`src/rtl/rgb_frame_reader.sv`:
```
`default_nettype none
// ============================================================================
// Module   : rgb_frame_reader
// Brief    : Streams a packed 24-bit RGB frame out of SRAM into a pixel FIFO
//            with valid/ready handshake and credit-based read throttling.
// Revision : 1.0 - initial release
// ============================================================================
module rgb_frame_reader #(
    parameter logic [17:0] RGB_BASE   = 18'd146944,
    parameter int          PIXELS     = 76800,
    parameter int          FIFO_DEPTH = 8
) (
    input  logic        CLOCK_50_I,
    input  logic        Resetn,
    input  logic        start,
    output logic        done,
    output logic        busy,
    output logic [17:0] SRAM_address,
    output logic        SRAM_we_n,
    input  logic [15:0] SRAM_read_data,
    output logic        pix_valid,
    input  logic        pix_ready,
    output logic [7:0]  pix_R,
    output logic [7:0]  pix_G,
    output logic [7:0]  pix_B,
    output logic        pix_first
);
    localparam int PTR_W = $clog2(FIFO_DEPTH);
    localparam int CNT_W = PTR_W + 1;

    localparam logic [17:0]      c_last_addr  = 18'(RGB_BASE + 3 * PIXELS / 2 - 1);
    localparam logic [16:0]      c_pixels     = 17'(PIXELS);
    localparam logic [CNT_W:0]   c_credit_lim = (CNT_W + 1)'(FIFO_DEPTH - 2);
    localparam logic [PTR_W-1:0] c_ptr_last   = PTR_W'(FIFO_DEPTH - 1);

    typedef enum logic [1:0] {
        S_IDLE  = 2'd0,
        S_FETCH = 2'd1,
        S_DRAIN = 2'd2
    } state_t;

    state_t             r_state;
    state_t             w_state_nxt;

    logic [1:0]         r_phase;
    logic [16:0]        r_pix_cnt;
    logic [CNT_W-1:0]   r_inflight;
    logic [1:0]         r_tag_v;
    logic [1:0]         r_tag_ph0;
    logic [1:0]         r_tag_ph1;
    logic [7:0]         r_r0;
    logic [7:0]         r_g0;
    logic [7:0]         r_r1;

    logic [23:0]        r_mem [FIFO_DEPTH];
    logic [PTR_W-1:0]   r_wr_ptr;
    logic [PTR_W-1:0]   r_rd_ptr;
    logic [CNT_W-1:0]   r_count;
    logic               r_first;
    logic               r_first_pend;
    logic [17:0]        r_addr;

    logic               w_start_ok;
    logic               w_issue;
    logic               w_issue_p0;
    logic               w_last_word;
    logic               w_credit_ok;
    logic               w_push;
    logic               w_pop;
    logic [23:0]        w_push_data;

    function automatic logic [PTR_W-1:0] ptr_inc(input logic [PTR_W-1:0] p);
        return (p == c_ptr_last) ? '0 : p + 1'b1;
    endfunction

    // Throttle on pixels already promised to the FIFO so a whole pair always fits.
    assign w_credit_ok = ({1'b0, r_count} + {1'b0, r_inflight}) <= c_credit_lim;
    assign w_last_word = (r_phase == 2'd2) && (r_pix_cnt == c_pixels);
    assign w_issue_p0  = w_issue && (r_phase == 2'd0);
    assign w_push      = r_tag_v[1] && (r_tag_ph1 != 2'd0);
    assign w_pop       = pix_valid && pix_ready;

    always_ff @(posedge CLOCK_50_I or negedge Resetn) begin
        if (!Resetn) begin
            r_state <= S_IDLE;
        end else begin
            r_state <= w_state_nxt;
        end
    end

    always_comb begin
        w_state_nxt = r_state;
        done        = 1'b0;
        busy        = (r_state != S_IDLE);
        w_start_ok  = 1'b0;
        w_issue     = 1'b0;
        case (r_state)
            S_IDLE: begin
                if (start) begin
                    w_start_ok  = 1'b1;
                    w_state_nxt = S_FETCH;
                end
            end
            S_FETCH: begin
                if ((r_phase != 2'd0) || w_credit_ok) begin
                    w_issue = 1'b1;
                end
                if (w_issue && w_last_word) begin
                    w_state_nxt = S_DRAIN;
                end
            end
            S_DRAIN: begin
                if ((r_inflight == '0) && (r_count == '0) && (r_tag_v == 2'b00)) begin
                    done        = 1'b1;
                    w_state_nxt = S_IDLE;
                end
            end
            default: w_state_nxt = S_IDLE;
        endcase
    end

    // Address, phase and frame pixel counter.
    always_ff @(posedge CLOCK_50_I or negedge Resetn) begin
        if (!Resetn) begin
            r_addr    <= RGB_BASE;
            r_phase   <= 2'd0;
            r_pix_cnt <= '0;
        end else if (w_start_ok) begin
            r_addr    <= RGB_BASE;
            r_phase   <= 2'd0;
            r_pix_cnt <= '0;
        end else if (w_issue) begin
            if (r_addr != c_last_addr) begin
                r_addr <= r_addr + 18'd1;
            end
            r_phase <= (r_phase == 2'd2) ? 2'd0 : r_phase + 2'd1;
            if (w_issue_p0) begin
                r_pix_cnt <= r_pix_cnt + 17'd2;
            end
        end
    end

    // Read tags line up with the two-cycle SRAM latency.
    always_ff @(posedge CLOCK_50_I or negedge Resetn) begin
        if (!Resetn) begin
            r_tag_v   <= 2'b00;
            r_tag_ph0 <= 2'd0;
            r_tag_ph1 <= 2'd0;
            r_r0      <= 8'd0;
            r_g0      <= 8'd0;
            r_r1      <= 8'd0;
        end else begin
            r_tag_v   <= {r_tag_v[0], w_issue};
            r_tag_ph0 <= r_phase;
            r_tag_ph1 <= r_tag_ph0;
            if (r_tag_v[1]) begin
                case (r_tag_ph1)
                    2'd0: begin
                        r_r0 <= SRAM_read_data[15:8];
                        r_g0 <= SRAM_read_data[7:0];
                    end
                    2'd1:    r_r1 <= SRAM_read_data[7:0];
                    default: ;
                endcase
            end
        end
    end

    assign w_push_data = (r_tag_ph1 == 2'd1) ? {r_r0, r_g0, SRAM_read_data[15:8]}
                                             : {r_r1, SRAM_read_data};

    always_ff @(posedge CLOCK_50_I or negedge Resetn) begin
        if (!Resetn) begin
            r_inflight <= '0;
        end else begin
            case ({w_issue_p0, w_push})
                2'b10:   r_inflight <= r_inflight + CNT_W'(2);
                2'b01:   r_inflight <= r_inflight - CNT_W'(1);
                2'b11:   r_inflight <= r_inflight + CNT_W'(1);
                default: ;
            endcase
        end
    end

    always_ff @(posedge CLOCK_50_I) begin
        if (w_push) begin
            r_mem[r_wr_ptr] <= w_push_data;
        end
    end

    always_ff @(posedge CLOCK_50_I or negedge Resetn) begin
        if (!Resetn) begin
            r_wr_ptr <= '0;
            r_rd_ptr <= '0;
            r_count  <= '0;
        end else begin
            if (w_push) begin
                r_wr_ptr <= ptr_inc(r_wr_ptr);
            end
            if (w_pop) begin
                r_rd_ptr <= ptr_inc(r_rd_ptr);
            end
            if (w_push && !w_pop) begin
                r_count <= r_count + CNT_W'(1);
            end else if (w_pop && !w_push) begin
                r_count <= r_count - CNT_W'(1);
            end
        end
    end

    always_ff @(posedge CLOCK_50_I or negedge Resetn) begin
        if (!Resetn) begin
            r_first      <= 1'b0;
            r_first_pend <= 1'b0;
        end else if (w_start_ok) begin
            r_first      <= 1'b0;
            r_first_pend <= 1'b1;
        end else if (w_push && r_first_pend) begin
            r_first      <= 1'b1;
            r_first_pend <= 1'b0;
        end else if (w_pop) begin
            r_first      <= 1'b0;
        end
    end

    assign SRAM_address = r_addr;
    assign SRAM_we_n    = 1'b1;
    assign pix_valid    = (r_count != '0);
    assign pix_first    = r_first;
    // Gating keeps the colour outputs at zero while empty and out of reset.
    assign pix_R        = pix_valid ? r_mem[r_rd_ptr][23:16] : 8'd0;
    assign pix_G        = pix_valid ? r_mem[r_rd_ptr][15:8]  : 8'd0;
    assign pix_B        = pix_valid ? r_mem[r_rd_ptr][7:0]   : 8'd0;

endmodule
`default_nettype wire

```
`config.mk`:
```
export PLATFORM = sky130hd
export DESIGN_NAME = rgb_frame_reader
export DESIGN_NICKNAME = d
export VERILOG_FILES = /design/src/rtl/rgb_frame_reader.sv
export SDC_FILE = /design/constraint.sdc
export NUM_CORES = 1
export LEC_CHECK = 0
export BUFFER_PORTS_ARGS = -buffer_cell sky130_fd_sc_hd__buf_4
export CORE_ASPECT_RATIO = 0.5
export CORE_MARGIN = 2
export CORE_UTILIZATION = 35
export DETAILED_ROUTE_END_ITERATION = 8
export SLEW_MARGIN = 20
export SYNTH_ARGS = -nofsm -noshare
export SYNTH_HDL_FRONTEND = slang
export SYNTH_SLANG_ARGS = --single-unit
```
`constraint.sdc`:
```
create_clock -name CLOCK_50_I -period 3.5 [get_ports CLOCK_50_I]
set_input_delay 0.7 -clock CLOCK_50_I [delete_from_list [all_inputs] [get_ports CLOCK_50_I]]
set_output_delay 0.7 -clock CLOCK_50_I [all_outputs]
set_load 0.02 [all_outputs]
```
==> results_dict.tcl <==
set metrics [dict create \
    status "completed" \
    preCtsSetupSlack_ns 0.1065 \
    fmaxAchievable_mhz 300.2 \
    fin_util_pct 42.01 \
    number_of_cts_inserted_buffers 27 \
    tritoncts "built" \
    final_area_um2 13960 \
    detailedRoute.firstPassIterationCount 6 \
    min_clock_period_post_route_ns 3.331 \
    num-nets-final 862 \
    die-width_um 264.3 \
    grt_setup_unrepaired "false" \
    cts_htree_levels 1 \
    detailroute.via_count 6656 \
    detail_route.wirelength_um 25230 \
    cts_max_path_buffers 3 \
    clock_latency_ns 0.56 \
    first_global_vias 6913 \
    die_y_um 134.1 \
    numPortBuffers 65 \
    globalRouteTotalUtil_pct 14.28 \
    routed_wire_length_per_instance_um 19.64 \
    synth_fp_nets 777 \
    synth_cell_types 60 \
    antennaDiodeCount 0 \
    leakagePower_uw 0.004981 \
    cp-end-kind "flip-flop" \
    postLayoutSetupSlackWorst_ns 0.1691 \
    cts.clk_slew.worst_paths_ns 0.07 \
    initial_core_util_pct 35.68 \
    post-dp-hpwl_um 15400 \
    critical_path.startpoint_type "flip-flop" \
    i_o_pins 67 \
    hold_path.class "input pin to asynchronous set/reset pin" \
    average_via_count_per_standard_cell 5.180 \
    worst_hold_margin_ns 0.2385 \
    layout-drive-gt1-share_pct 31.40 \
    netlist_top_cells_area "sky130_fd_sc_hd__edfxtp_1 49%, sky130_fd_sc_hd__dfrtp_1 16%, sky130_fd_sc_hd__mux4_2 9.1%" \
    number_of_flops_mapped_to_enable_cells_by_yosys 192 \
    place_congestion 0.8287 \
    drv.max_cap_violation_count 0 \
    grt_remaining_overflow 0 \
    grt_pass1_wl_um 39120 \
    synth_seq_area_share_pct 66.43 \
    report.final.setup_viol 0 \
    crit_arrival_ns 3.75 \
    ys_dominant_reg_cell "sky130_fd_sc_hd__edfxtp_1" \
    drc_violation_count_after_routing 0 \
    syn_inst 738 \
    synth_largest_area_cell "sky130_fd_sc_hd__edfxtp_1" \
    drt.antenna.violating_nets 0 \
    proportion_of_synthesized_flip_flops_having_asynchronous_set_or_reset_pct 30.43 \
    setup_tns_ns 0 \
    postSynthAreaPerCell_um2 16.06 \
    worst_clock_skew_ns 0.01280 \
    design.die.area_um2 35450 \
    report.final.hold_viol_count 0 \
    worstPathRequired_ns 3.92 \
    dpl_cell_area_um2 13010 \
    ctsRootBufferMaster "sky130_fd_sc_hd__clkbuf_16" \
    peak_supply_drop_mv 0.3805 \
    finalCritPeriodShare_pct 95.17 \
    synth.top_cell.area_share_pct 48.64 \
    yosys_warnings 0 \
    slew_violations 0 \
    max_slew.worst_pin.slew_ns 1.008 \
    grt_antenna_before_repair 0 \
    ys_seq_elements 276 \
    netlist_area_before_placement_um2 11850 \
    drt_iter0_markers 364 \
    core-area_um2 33230 \
    cts_num_sinks 276 \
    total_power_divided_by_cell_area_nw_per_um2 910.5 \
    critPathKind "flip-flop to flip-flop" \
    syn2layout_area_growth_pct 17.75 \
    placementRows 47 \
    grt_start_max_net_pins 65 \
    max-slew-margin-rel_pct 32.75 \
    path_max_fanout 7 \
]
layout by cell type, fill, tap and decap left out, drive strengths merged, types with 4 or more instances in the layout:
master,netlist,routed
clkinv,0,5
nor2,54,54
a21oi,15,15
dfrtp,78,78
o21ai,13,13
bufinv,0,4
clkinvlp,0,6
inv,12,14
nand3,19,19
a21o,5,5
buf,11,87
dfstp,6,6
clkbuf,20,33
nor4,10,10
edfxtp,192,192
mux2i,30,30
nand4,12,12
mux4,48,48
o31ai,9,9
or4,9,9
nor3,15,15
mux2,51,51
xor2,7,7
ha,16,16
nand2,44,44
and2,4,4
xnor2,12,12
nand2b,6,6
worst max-delay path: stages, from the launching register on:
cell	delay, ns
sky130_fd_sc_hd__dfrtp_2	0.45
sky130_fd_sc_hd__ha_1	0.25
sky130_fd_sc_hd__inv_1	0.07
sky130_fd_sc_hd__fa_1	0.39
sky130_fd_sc_hd__nand2b_1	0.24
sky130_fd_sc_hd__o211ai_4	0.32
sky130_fd_sc_hd__nor2_4	0.05
sky130_fd_sc_hd__nand2_1	0.14
sky130_fd_sc_hd__ha_1	0.26
sky130_fd_sc_hd__a21o_1	0.15
sky130_fd_sc_hd__a21o_1	0.22
sky130_fd_sc_hd__nand4_1	0.10
sky130_fd_sc_hd__o21ai_1	0.07
sky130_fd_sc_hd__or4_1	0.51
metal layers:
| metal | vias up | global-route usage [%] | wire length (um) |
|---|---|---|---|
| met3 | 35 | 2.478 | 759 |
| met5 | - | 0 | 0 |
| li1 | 3036 | - | - |
| met1 | 3487 | 19.00 | 11380 |
| met2 | 98 | 24.74 | 12690 |
| met4 | 0 | 3.062 | 408 |
flip-flops by register name (all words and copies together), names as in the netlist:
signal,flops
r_pix_cnt,16
r_r1,8
r_phase,2
r_rd_ptr,3
r_mem,192
r_tag_ph0,2
r_wr_ptr,3
pix_first,1
r_state,2
r_inflight,4
SRAM_address,18
r_r0,8
r_g0,8
r_count,4
r_tag_v,2
r_tag_ph1,2
r_first_pend,1
Yosys cell counts (2+ instances only):
master / instances
sky130_fd_sc_hd__a21o_1: 5
sky130_fd_sc_hd__a21oi_1: 14
sky130_fd_sc_hd__a31o_2: 3
sky130_fd_sc_hd__and2_1: 4
sky130_fd_sc_hd__and3_1: 2
sky130_fd_sc_hd__and4_1: 2
sky130_fd_sc_hd__buf_1: 4
sky130_fd_sc_hd__buf_2: 5
sky130_fd_sc_hd__clkbuf_1: 20
sky130_fd_sc_hd__dfrtp_1: 78
sky130_fd_sc_hd__dfstp_2: 6
sky130_fd_sc_hd__edfxtp_1: 192
sky130_fd_sc_hd__fa_1: 3
sky130_fd_sc_hd__ha_1: 16
sky130_fd_sc_hd__inv_1: 12
sky130_fd_sc_hd__mux2_2: 51
sky130_fd_sc_hd__mux2i_1: 30
sky130_fd_sc_hd__mux4_2: 48
sky130_fd_sc_hd__nand2_1: 44
sky130_fd_sc_hd__nand2b_1: 6
sky130_fd_sc_hd__nand3_1: 19
sky130_fd_sc_hd__nand3b_1: 3
sky130_fd_sc_hd__nand4_1: 12
sky130_fd_sc_hd__nor2_1: 52
sky130_fd_sc_hd__nor2_4: 2
sky130_fd_sc_hd__nor2b_1: 2
sky130_fd_sc_hd__nor3_1: 15
sky130_fd_sc_hd__nor4_1: 9
sky130_fd_sc_hd__o211a_1: 2
sky130_fd_sc_hd__o211ai_2: 2
sky130_fd_sc_hd__o21ai_0: 10
sky130_fd_sc_hd__o21ai_1: 2
sky130_fd_sc_hd__o31ai_1: 9
sky130_fd_sc_hd__o41ai_1: 2
sky130_fd_sc_hd__or2_2: 2
sky130_fd_sc_hd__or3_1: 2
sky130_fd_sc_hd__or4_1: 8
sky130_fd_sc_hd__xnor2_1: 12
sky130_fd_sc_hd__xor2_1: 7
final timing paths:
kind	start	to	slack [ns]	cells after the start
setup / recovery	r_inflight[0]	r_inflight[3]	0.17	13
hold / removal	Resetn	r_g0[3]	0.24	1
hold reg to reg	r_tag_ph0[1]	r_tag_ph1[1]	0.35	0
min in group CLOCK_50_I	r_tag_ph0[1]	r_tag_ph1[1]	0.35	0
setup reg to reg	r_inflight[0]	r_inflight[3]	0.17	13
max in group asynchronous	Resetn	r_inflight[0]	2.51	2
area by class of cell:
| cell class | instances | area (um2) |
|---|---|---|
| clock buffer | 33 | 708.2 |
| fill | 2957 | 19270 |
| timing repair buffer | 87 | 678.2 |
| sequential | 276 | 7881 |
| multi-input combinational | 419 | 3876 |
| inverter | 12 | 45.04 |
| clock inverter | 17 | 217.7 |
| tap | 441 | 551.8 |
stage by stage:
step | total power [uW] | cells
2_1_floorplan | 8157 | 738
3_3_place_gp | 9611 | 1234
3_5_place_dp | 9752 | 1234
4_1_cts | 12800 | 1284
5_1_grt | 13420 | 1285
6_report | 12710 | 1285
power breakdown:
part | switching, uW | internal [uW] | total [uW]
sequential | 573 | 4320 | 4890
clock | 1260 | 1750 | 3010
combinational | 2660 | 2150 | 4800
total | 4490 | 8220 | 12700
kinds of logic (layout without fill, tap and decap cells):
| logic type | count (synthesis) | in the layout | share of synthesized area [%] |
|---|---|---|---|
| flip-flops | 276 | 276 | 66.43 |
| XOR/XNOR | 19 | 19 | 1.404 |
| AND/OR/NAND/NOR | 192 | 192 | 8.360 |
| multiplexers | 129 | 129 | 16.50 |
| other | 1 | 1 | 0.03164 |
| buffers and inverters | 43 | 149 | 1.509 |
| adder cells (fa/ha/maj) | 19 | 19 | 2.195 |
| AO/OA/AOI/OAI | 59 | 59 | 3.568 |
what timing repair did:
item                                    in CTS  in global routing
setup buffers                                0                  1
hold buffers                                 0                  0
gates resized for setup                      0                  3
endpoints found under the hold margin        0                  0
endpoints found under the setup margin       0                  1
Power figures use the tool's default switching activity.
